<file path="src/rtl/fetch_ctrl.sv">
// Instruction fetch controller: PC, imem request/ack handshake, IF/ID register, redirect and HALT.
// Latency: a word acked in cycle N is on if_instr/if_valid in cycle N+1; a word buffered under stall appears the cycle after stall falls.
// Backpressure: stall holds PC and IF/ID; an outstanding WAIT access completes into a one-word buffer. Optional macro: FETCH_PERF_EN (redirect counter).
`timescale 1ns/1ps

module fetch_ctrl (
  input  logic        clk,
  input  logic        rst,
  input  logic        stall,
  input  logic        halt,
  input  logic        jump_en,
  input  logic [15:0] jump_target,
  input  logic        br_take,
  input  logic [15:0] br_target,
  output logic        imem_req,
  output logic [15:0] imem_addr,
  input  logic        imem_ack,
  input  logic [15:0] imem_rdata,
  output logic [15:0] if_instr,
  output logic [15:0] if_pc_inc,
  output logic        if_valid,
  output logic [4:0]  I_op,
  output logic [1:0]  func,
  output logic        halted,
  output logic [15:0] redirect_cnt
);

  localparam logic [15:0] NOP_INSTR = 16'h0800;

  typedef enum logic [1:0] {
    ST_RUN  = 2'd0,
    ST_WAIT = 2'd1,
    ST_HALT = 2'd2
  } state_t;

  state_t      state, state_nxt;
  logic [15:0] pc, pc_nxt;
  logic [15:0] instr_nxt, pc_inc_nxt;
  logic        valid_nxt;
  logic        buf_vld, buf_vld_nxt;
  logic [15:0] buf_dat, buf_dat_nxt;
  logic [15:0] buf_pc_inc, buf_pc_inc_nxt;
  logic        ack_ign, ack_ign_nxt;

  logic        redirect;
  logic [15:0] redirect_target;
  logic        ack_ok;
  logic [15:0] pc_plus2;

  // A redirect is a no-op once halted; branch beats jump when both fire.
  assign redirect        = (state != ST_HALT) && (br_take || jump_en);
  assign redirect_target = br_take ? br_target : jump_target;
  // An ack in the cycle right after a redirect belongs to the cancelled access.
  assign ack_ok          = imem_ack && !ack_ign;
  assign pc_plus2        = pc + 16'd2;

  assign imem_addr = pc;
  assign I_op      = if_instr[15:11];
  assign func      = if_instr[1:0];
  assign halted    = (state == ST_HALT);

  // State and IF/ID register update; reset abandons any access in flight.
  always_ff @(posedge clk) begin
    if (rst) begin
      state      <= ST_RUN;
      pc         <= 16'h0000;
      if_instr   <= NOP_INSTR;
      if_pc_inc  <= 16'h0000;
      if_valid   <= 1'b0;
      buf_vld    <= 1'b0;
      buf_dat    <= 16'h0000;
      buf_pc_inc <= 16'h0000;
      ack_ign    <= 1'b0;
    end else begin
      state      <= state_nxt;
      pc         <= pc_nxt;
      if_instr   <= instr_nxt;
      if_pc_inc  <= pc_inc_nxt;
      if_valid   <= valid_nxt;
      buf_vld    <= buf_vld_nxt;
      buf_dat    <= buf_dat_nxt;
      buf_pc_inc <= buf_pc_inc_nxt;
      ack_ign    <= ack_ign_nxt;
    end
  end

  // Next-state and request logic: redirect first, then halt, then stall/buffer/fetch.
  always_comb begin
    state_nxt      = state;
    pc_nxt         = pc;
    instr_nxt      = if_instr;
    pc_inc_nxt     = if_pc_inc;
    valid_nxt      = if_valid;
    buf_vld_nxt    = buf_vld;
    buf_dat_nxt    = buf_dat;
    buf_pc_inc_nxt = buf_pc_inc;
    ack_ign_nxt    = 1'b0;
    imem_req       = 1'b0;

    case (state)
      ST_RUN, ST_WAIT: begin
        if (redirect) begin
          // Request stays low this cycle, which cancels any outstanding access.
          state_nxt   = ST_RUN;
          pc_nxt      = redirect_target;
          instr_nxt   = NOP_INSTR;
          valid_nxt   = 1'b0;
          buf_vld_nxt = 1'b0;
          ack_ign_nxt = 1'b1;
        end else if (halt && if_valid) begin
          state_nxt = ST_HALT;
          valid_nxt = 1'b0;
        end else if (state == ST_RUN) begin
          if (!stall) begin
            if (buf_vld) begin
              // Drain the word captured under stall before fetching again.
              instr_nxt   = buf_dat;
              pc_inc_nxt  = buf_pc_inc;
              valid_nxt   = 1'b1;
              buf_vld_nxt = 1'b0;
            end else begin
              imem_req = 1'b1;
              if (ack_ok) begin
                instr_nxt  = imem_rdata;
                pc_inc_nxt = pc_plus2;
                valid_nxt  = 1'b1;
                pc_nxt     = pc_plus2;
              end else begin
                state_nxt = ST_WAIT;
                valid_nxt = 1'b0;
              end
            end
          end
        end else begin
          // WAIT keeps the access alive even under stall so the ack is not lost.
          imem_req = 1'b1;
          if (ack_ok && stall) begin
            buf_vld_nxt    = 1'b1;
            buf_dat_nxt    = imem_rdata;
            buf_pc_inc_nxt = pc_plus2;
            pc_nxt         = pc_plus2;
            state_nxt      = ST_RUN;
          end else if (ack_ok) begin
            instr_nxt  = imem_rdata;
            pc_inc_nxt = pc_plus2;
            valid_nxt  = 1'b1;
            pc_nxt     = pc_plus2;
            state_nxt  = ST_RUN;
          end else if (!stall) begin
            valid_nxt = 1'b0;
          end
        end
      end
      ST_HALT: begin
        valid_nxt = 1'b0;
      end
      default: begin
        state_nxt = ST_RUN;
      end
    endcase
  end

`ifdef FETCH_PERF_EN
  logic [15:0] redirect_cnt_q;

  // Saturating count of applied redirect cycles.
  always_ff @(posedge clk) begin
    if (rst) begin
      redirect_cnt_q <= 16'h0000;
    end else if (redirect && (redirect_cnt_q != 16'hFFFF)) begin
      redirect_cnt_q <= redirect_cnt_q + 16'd1;
    end
  end

  assign redirect_cnt = redirect_cnt_q;
`else
  assign redirect_cnt = 16'h0000;
`endif

endmodule
</file>
<file path="config.mk">
export PLATFORM = sky130hd
export DESIGN_NAME = fetch_ctrl
export DESIGN_NICKNAME = d
export VERILOG_FILES = /design/src/rtl/fetch_ctrl.sv
export SDC_FILE = /design/constraint.sdc
export NUM_CORES = 1
export LEC_CHECK = 0
export ABC_AREA = 1
export CORE_AREA = 2 2 138 127
export DETAILED_ROUTE_END_ITERATION = 16
export DIE_AREA = 0 0 140 129
export DONT_BUFFER_PORTS = 1
export SYNTH_ARGS = -nofsm -noshare
export SYNTH_HDL_FRONTEND = slang
export SYNTH_SLANG_ARGS = --single-unit
</file>
<file path="constraint.sdc">
create_clock -name clk -period 3.9 [get_ports clk]
set_input_delay 0.39 -clock clk [delete_from_list [all_inputs] [get_ports clk]]
set_output_delay 0.39 -clock clk [all_outputs]
set_load 0.01 [all_outputs]
</file>
Word level (Yosys, flattened, before mapping)
Index checks and enable logic that the tools add are counted.
Widths: inputs -> output; s select.
{"block": "word_totals", "word_cells": 98, "inputBits": 55, "output_inout_bits": 74, "regBits": 85}
{"block": "op_classes", "reduce_logical": 18, "n_eq_ne": 15, "bitwise_logic": 5, "add_sub_neg": 1, "n_mux": 50}
{"cell": "$mux 16", "count": 20}
{"cell": "$mux 1", "count": 20}
{"cell": "$ne 5x5->1 const B", "count": 4}
{"cell": "$add 16x2->16 const B", "count": 1}
{"cell": "$mux 2", "count": 8}
{"cell": "$reduce_and 4->1", "count": 4}
{"cell": "$reduce_and 5->1", "count": 3}
{"cell": "$ne 6x6->1 const B", "count": 2}
{"cell": "$ne 3x3->1 const B", "count": 3}
{"cell": "$ne 2x2->1 const B", "count": 4}
{"cell": "$not 1->1", "count": 5}
{"cell": "$logic_and 1x1->1", "count": 4}
{"cell": "$pmux 2 s2", "count": 1}
{"cell": "$reduce_or 2->1", "count": 2}
{"cell": "$reduce_bool 3->1", "count": 1}
{"cell": "$eq 2x1->1 const B", "count": 1}
{"cell": "$eq 2x2->1 const B", "count": 1}
{"cell": "$logic_not 2->1", "count": 1}
{"cell": "$pmux 1 s2", "count": 1}
{"cell": "$reduce_bool 2->1", "count": 1}
{"cell": "$logic_not 1->1", "count": 1}
{"cell": "$logic_or 1x1->1", "count": 1}

Longest topological paths before layout
{"block": "depth", "depth_word": 9, "ltp_mapped": 11, "ltp_nobuf": 10}

Worst setup path after synthesis
Ideal clock, no wire load.
{"block": "synth_path", "path_kind": "reg2out", "start": "register state[1]", "end": "output port imem_req", "path_stages_with_launch": 6, "required_ns": 3.510, "arrival_ns": 1.176, "slack_ns": 2.334, "n_path_buf": 1, "path_cell_list": "dfxtp_1 > nor2_4 > nand2_4 > clkbuf_1 > nand2_1 > nor2_1"}
{"block": "synth_between", "elab_chain_cells": 5, "elab_cells_between_ends": 9, "cone_classes": "2 x eq/ne; 4 x mux; 3 x reduce/logical"}
{"element": "from (decl)", "line_no": "36", "source": "state_t state, state_nxt;"}
{"element": "from (signal assigned)", "line_no": "75", "source": "state <= state_nxt;"}
{"element": "$logic_not 2->1", "line_no": "100, 113"}
{"element": "$mux 1", "line_no": "113", "source": "end else if (state == ST_RUN) begin"}
{"element": "$mux 1", "line_no": "110", "source": "end else if (halt && if_valid) begin"}
{"element": "$mux 1", "line_no": "102", "source": "if (redirect) begin"}
{"element": "$mux 1 (*)", "line_no": "100", "source": "case (state)"}
{"element": "to (decl)", "line_no": "15", "source": "output logic imem_req,"}
Every way passes the cells marked *; elsewhere a longest branch is shown, timed or not.

Final worst setup path
{"block": "layout_path", "start": "register state[1]", "end": "register pc[8], in the netlist imem_addr[8]"}
{"block": "layout_between", "elab_chain_cells": 4, "elab_cells_between_ends": 12, "cone_classes": "5 x eq/ne; 3 x mux; 4 x reduce/logical"}
{"element": "$ne 2x2->1 or $logic_not 2->1 (tied branches)", "line_no": "51, 100, 113"}
{"element": "$logic_and 1x1->1 or $mux 16 (tied branches)", "line_no": "51, 113"}
{"element": "$ne 3x3->1 (no line) (tied with other cells)"}
{"element": "$reduce_and 4->1 (no line) or $mux 16 (tied branches)"}
{"element": "to (signal assigned)", "line_no": "76", "source": "pc <= pc_nxt;"}
{"element": "to (decl)", "line_no": "37", "source": "logic [15:0] pc, pc_nxt;"}
Parallel ways exist; a longest one is shown, timed or not. The select of a mux whose other input is x is not followed.
A chain may end at the register's enable or synchronous reset.

==> summary.txt <==
Clocking
  • Buffers inserted by post-CTS timing repair: 0
  • Clock transition at the registers of the reported paths: ~60 ps
  • Maximum count of clock buffers along a single path: 2
  • Cell at the root of the clock tree: sky130_fd_sc_hd__clkbuf_16
  • CTS resizes: 0
  • CTS tree: yes
  • Hold Buf Count CTS: 0
  • TritonCTS Buffers: 9
  • H-Tree Depth: 3
  • Skew-Pair Late Insertion Delay: around 340 ps
  • Sink Count: 85

Route
  • Number of nets with antenna violations after routing: 0
  • Total DRC errors in the routed layout: 8
  • Via count: approximately 4200
  • Mean number of vias per cell: 4.75
  • Routed len/inst: between 15 and 20 um
  • Number of violations reported at the end of detailed-routing iteration 0: 358
  • First-pass iteration count of the detailed router: 13
  • Wirelength, routed: between 10 and 15 mm

Global routing
  • First-pass GRT wire length: 21.0 mm
  • Number of global-route vias before repair: 3680
  • Number of antenna violations at the first check in global routing: 0
  • Pin count of the biggest net entering global routing: roughly 50
  • Congestion Overflow GR: 0
  • Overall Global Routing Usage: 0.150

Critical path
  • Source of the worst register-to-register timing path: state[1]$_SDFFE_PP0P_
  • Cell-by-cell trace of the critical path: nor2_4 > nand2_4 > inv_2 > nand2_1 > nand2_4 > inv_2 > o21ai_4 > nand2_1 > a21oi_1
  • Critical-path cell with the highest stage delay: sky130_fd_sc_hd__inv_2
  • Kind of launch point of the worst setup path: register
  • Worst setup EP type: register
  • Arrival time at the worst endpoint: between 2000 and 3000 ps
  • Crit-path max FO: 36
  • Number of cell instances on the worst register-to-register path: 9
  • WS Path Type: register to register
  • Highest cell delay on the worst timing path: ~550 ps
  • FF-to-FF setup slack: between 1500 and 2000 ps
  • Critical path data required time: 4170 ps
  • Reg2reg end: imem_addr[8]$_SDFFE_PP0P_

Min path
  • Hold WC Path Type: primary input to register
  • WHS Endpoint: if_pc_inc[4]$_SDFFE_PP0P_
  • Worst hold path depth: 1
  • Worst min-delay path startpoint: rst

STA
  • Least-Margin Pin Slew: around 600 ps
  • Clock skew: 7.81 ps
  • Post-route fraction of the period consumed by the critical path: 0.610
  • Max-slew violations: 0
  • Clock period minus final worst setup slack: approximately 2400 ps
  • Normalized max-slew margin: 0.596
  • Setup violations, final: 0
  • Hold slack: between 100 and 150 ps
  • Maximum frequency from static timing analysis: roughly 420 MHz
  • Final number of hold-violating endpoints: 0
  • Setup_tns: 0 ps
  • RSZ-0062 raised after global routing: no

Logic synthesis
  • Count of flip-flops with a built-in enable after synthesis: 0
  • Cell area after technology mapping: 4720 um^2
  • Leading cell types by count after synthesis: 171 x sky130_fd_sc_hd__nand2_1, 90 x sky130_fd_sc_hd__nor2_1, 85 x sky130_fd_sc_hd__dfxtp_1
  • Most instantiated library cell after synthesis: sky130_fd_sc_hd__nand2_1
  • Count of yosys warnings during synthesis: 0
  • Flops & latches, synth: 85
  • Fraction of synthesis flops using an asynchronous set or reset pin: 0
  • Avg Cell Area, Syn: approximately 6.7 um^2
  • Distinct cells, synth: 37
  • Post-synthesis sequential area ratio: 0.360
  • Synth Flop Type: sky130_fd_sc_hd__dfxtp_1
  • Synth top area cells: sky130_fd_sc_hd__dfxtp_1 36%, sky130_fd_sc_hd__nand2_1 14%, sky130_fd_sc_hd__a21oi_1 7.6%
  • Top-area cell type share of the netlist area: 0.360
  • Gate count of the mapped netlist: 709
  • Largest area contributor in the synthesized netlist: sky130_fd_sc_hd__dfxtp_1

Floorplanning
  • Core Footprint: between 15000 and 20000 um^2
  • Die footprint: between 15000 and 20000 um^2
  • Number of core rows: 45
  • Number of top-level pins: 129
  • Die width: approximately 140 um
  • Floorplan die height: between 100 and 150 um
  • Starting density of the core: 0.284

Finish
  • Final net count: 733
  • Area growth, synth to finish: 5.08%
  • Fraction of final layout cells with drive strength greater than 1: 0.0777
  • Antenna Cells: 0

Power
  • Power density of the placed cells: about 400 nW/um^2
  • Total chip power: around 2.0 mW
  • Maximum vdd drop: between 200 and 250 uV
  • Leakage power: 1.96 nW

Outcome
  • Result of the run: finished, violations left
  • Violated checks: DRC

Place
  • PortBufs: 0
  • DP Wirelength: around 9.5 mm
  • GP Congestion: between 0.9 and 1

Flow run
  • Maximum Capacitance Violations: 0
==> report_power, final <==
part | internal (mW) | switching [mW] | total [mW]
clock | 0.466 | 0.346 | 0.812
combinational | 0.0680 | 0.144 | 0.212
sequential | 0.894 | 0.0535 | 0.948
total | 1.43 | 0.543 | 1.97
==> area by class of cell <==
cell class,instances,area [um^2]
Clock buffer,13,260
Clock inverter,3,20.0
Fill cell,1794,11600
Inverter,66,250
Multi-Input combinational cell,512,2450
Sequential cell,85,1700
Tap cell,211,264
Timing Repair Buffer,3,22.5
==> state kept, by name (all words and copies together), names as in the netlist <==
register / count
ack_ign: 1
state: 2
imem_addr: 16
buf_pc_inc: 16
if_valid: 1
if_instr: 16
buf_dat: 16
buf_vld: 1
if_pc_inc: 16
==> critical path, delay by kind of cell (launching register included) <==
family	cells	cell delay, ps
compound gates	2	280
buf+inv	2	650
flops	1	390
simple gates	5	940
==> worst max path at each step <==
stage,endpoint,startpoint,cells after the start
6_report,imem_addr[8]$_SDFFE_PP0P_,state[1]$_SDFFE_PP0P_,9
3_3_place_gp,imem_addr[9]$_SDFFE_PP0P_,state[1]$_SDFFE_PP0P_,9
2_1_floorplan,imem_req,state[1]$_SDFFE_PP0P_,5
4_1_cts,imem_addr[9]$_SDFFE_PP0P_,state[1]$_SDFFE_PP0P_,9
5_1_grt,imem_addr[8]$_SDFFE_PP0P_,state[1]$_SDFFE_PP0P_,9
3_5_place_dp,imem_addr[9]$_SDFFE_PP0P_,state[1]$_SDFFE_PP0P_,9
==> layout by cell type, fill, tap and decap left out, types with 7 or more instances in the layout <==
cell and instances:
sky130_fd_sc_hd__nor3_1 16, sky130_fd_sc_hd__nand2_4 8, sky130_fd_sc_hd__nand2_1 171, sky130_fd_sc_hd__conb_1 16, sky130_fd_sc_hd__inv_1 58, sky130_fd_sc_hd__inv_2 7, sky130_fd_sc_hd__clkbuf_16 9, sky130_fd_sc_hd__nand3_1 19
sky130_fd_sc_hd__a21oi_1 72, sky130_fd_sc_hd__nor2_1 90, sky130_fd_sc_hd__o21ai_0 60, sky130_fd_sc_hd__dfxtp_1 85, sky130_fd_sc_hd__o21ai_1 17
==> logic make-up after synthesis <==
kind of cell	count (synthesis)	share of synthesized area
AND/OR/NAND/NOR	320	0.293
AO/OA/AOI/OAI	167	0.194
buffers and inverters	127	0.134
flip-flops	85	0.360
XOR/XNOR	7	0.0130
adder cells (fa/ha/maj)	1	0.00265
other	1	0.000794
multiplexers	1	0.00212
==> layer usage <==
| metal | track usage | share of wire |
|---|---|---|
| met5 | 0 | 0 |
| met4 | 0.0559 | 0.016 |
| met3 | 0.0417 | 0.090 |
| met2 | 0.213 | 0.41 |
| met1 | 0.216 | 0.48 |
==> stage by stage <==
stage	util	instance area, um^2	instances	worst slack [ps]
after floorplan	-	4780	724	2330
after global placement	0.282	4680	877	1640
after CTS	0.299	4960	893	1510
final	0.299	4960	893	1520
after detailed placement	0.282	4680	877	1560
after global routing	0.299	4960	893	1300
(Power assumes the default switching activity.)
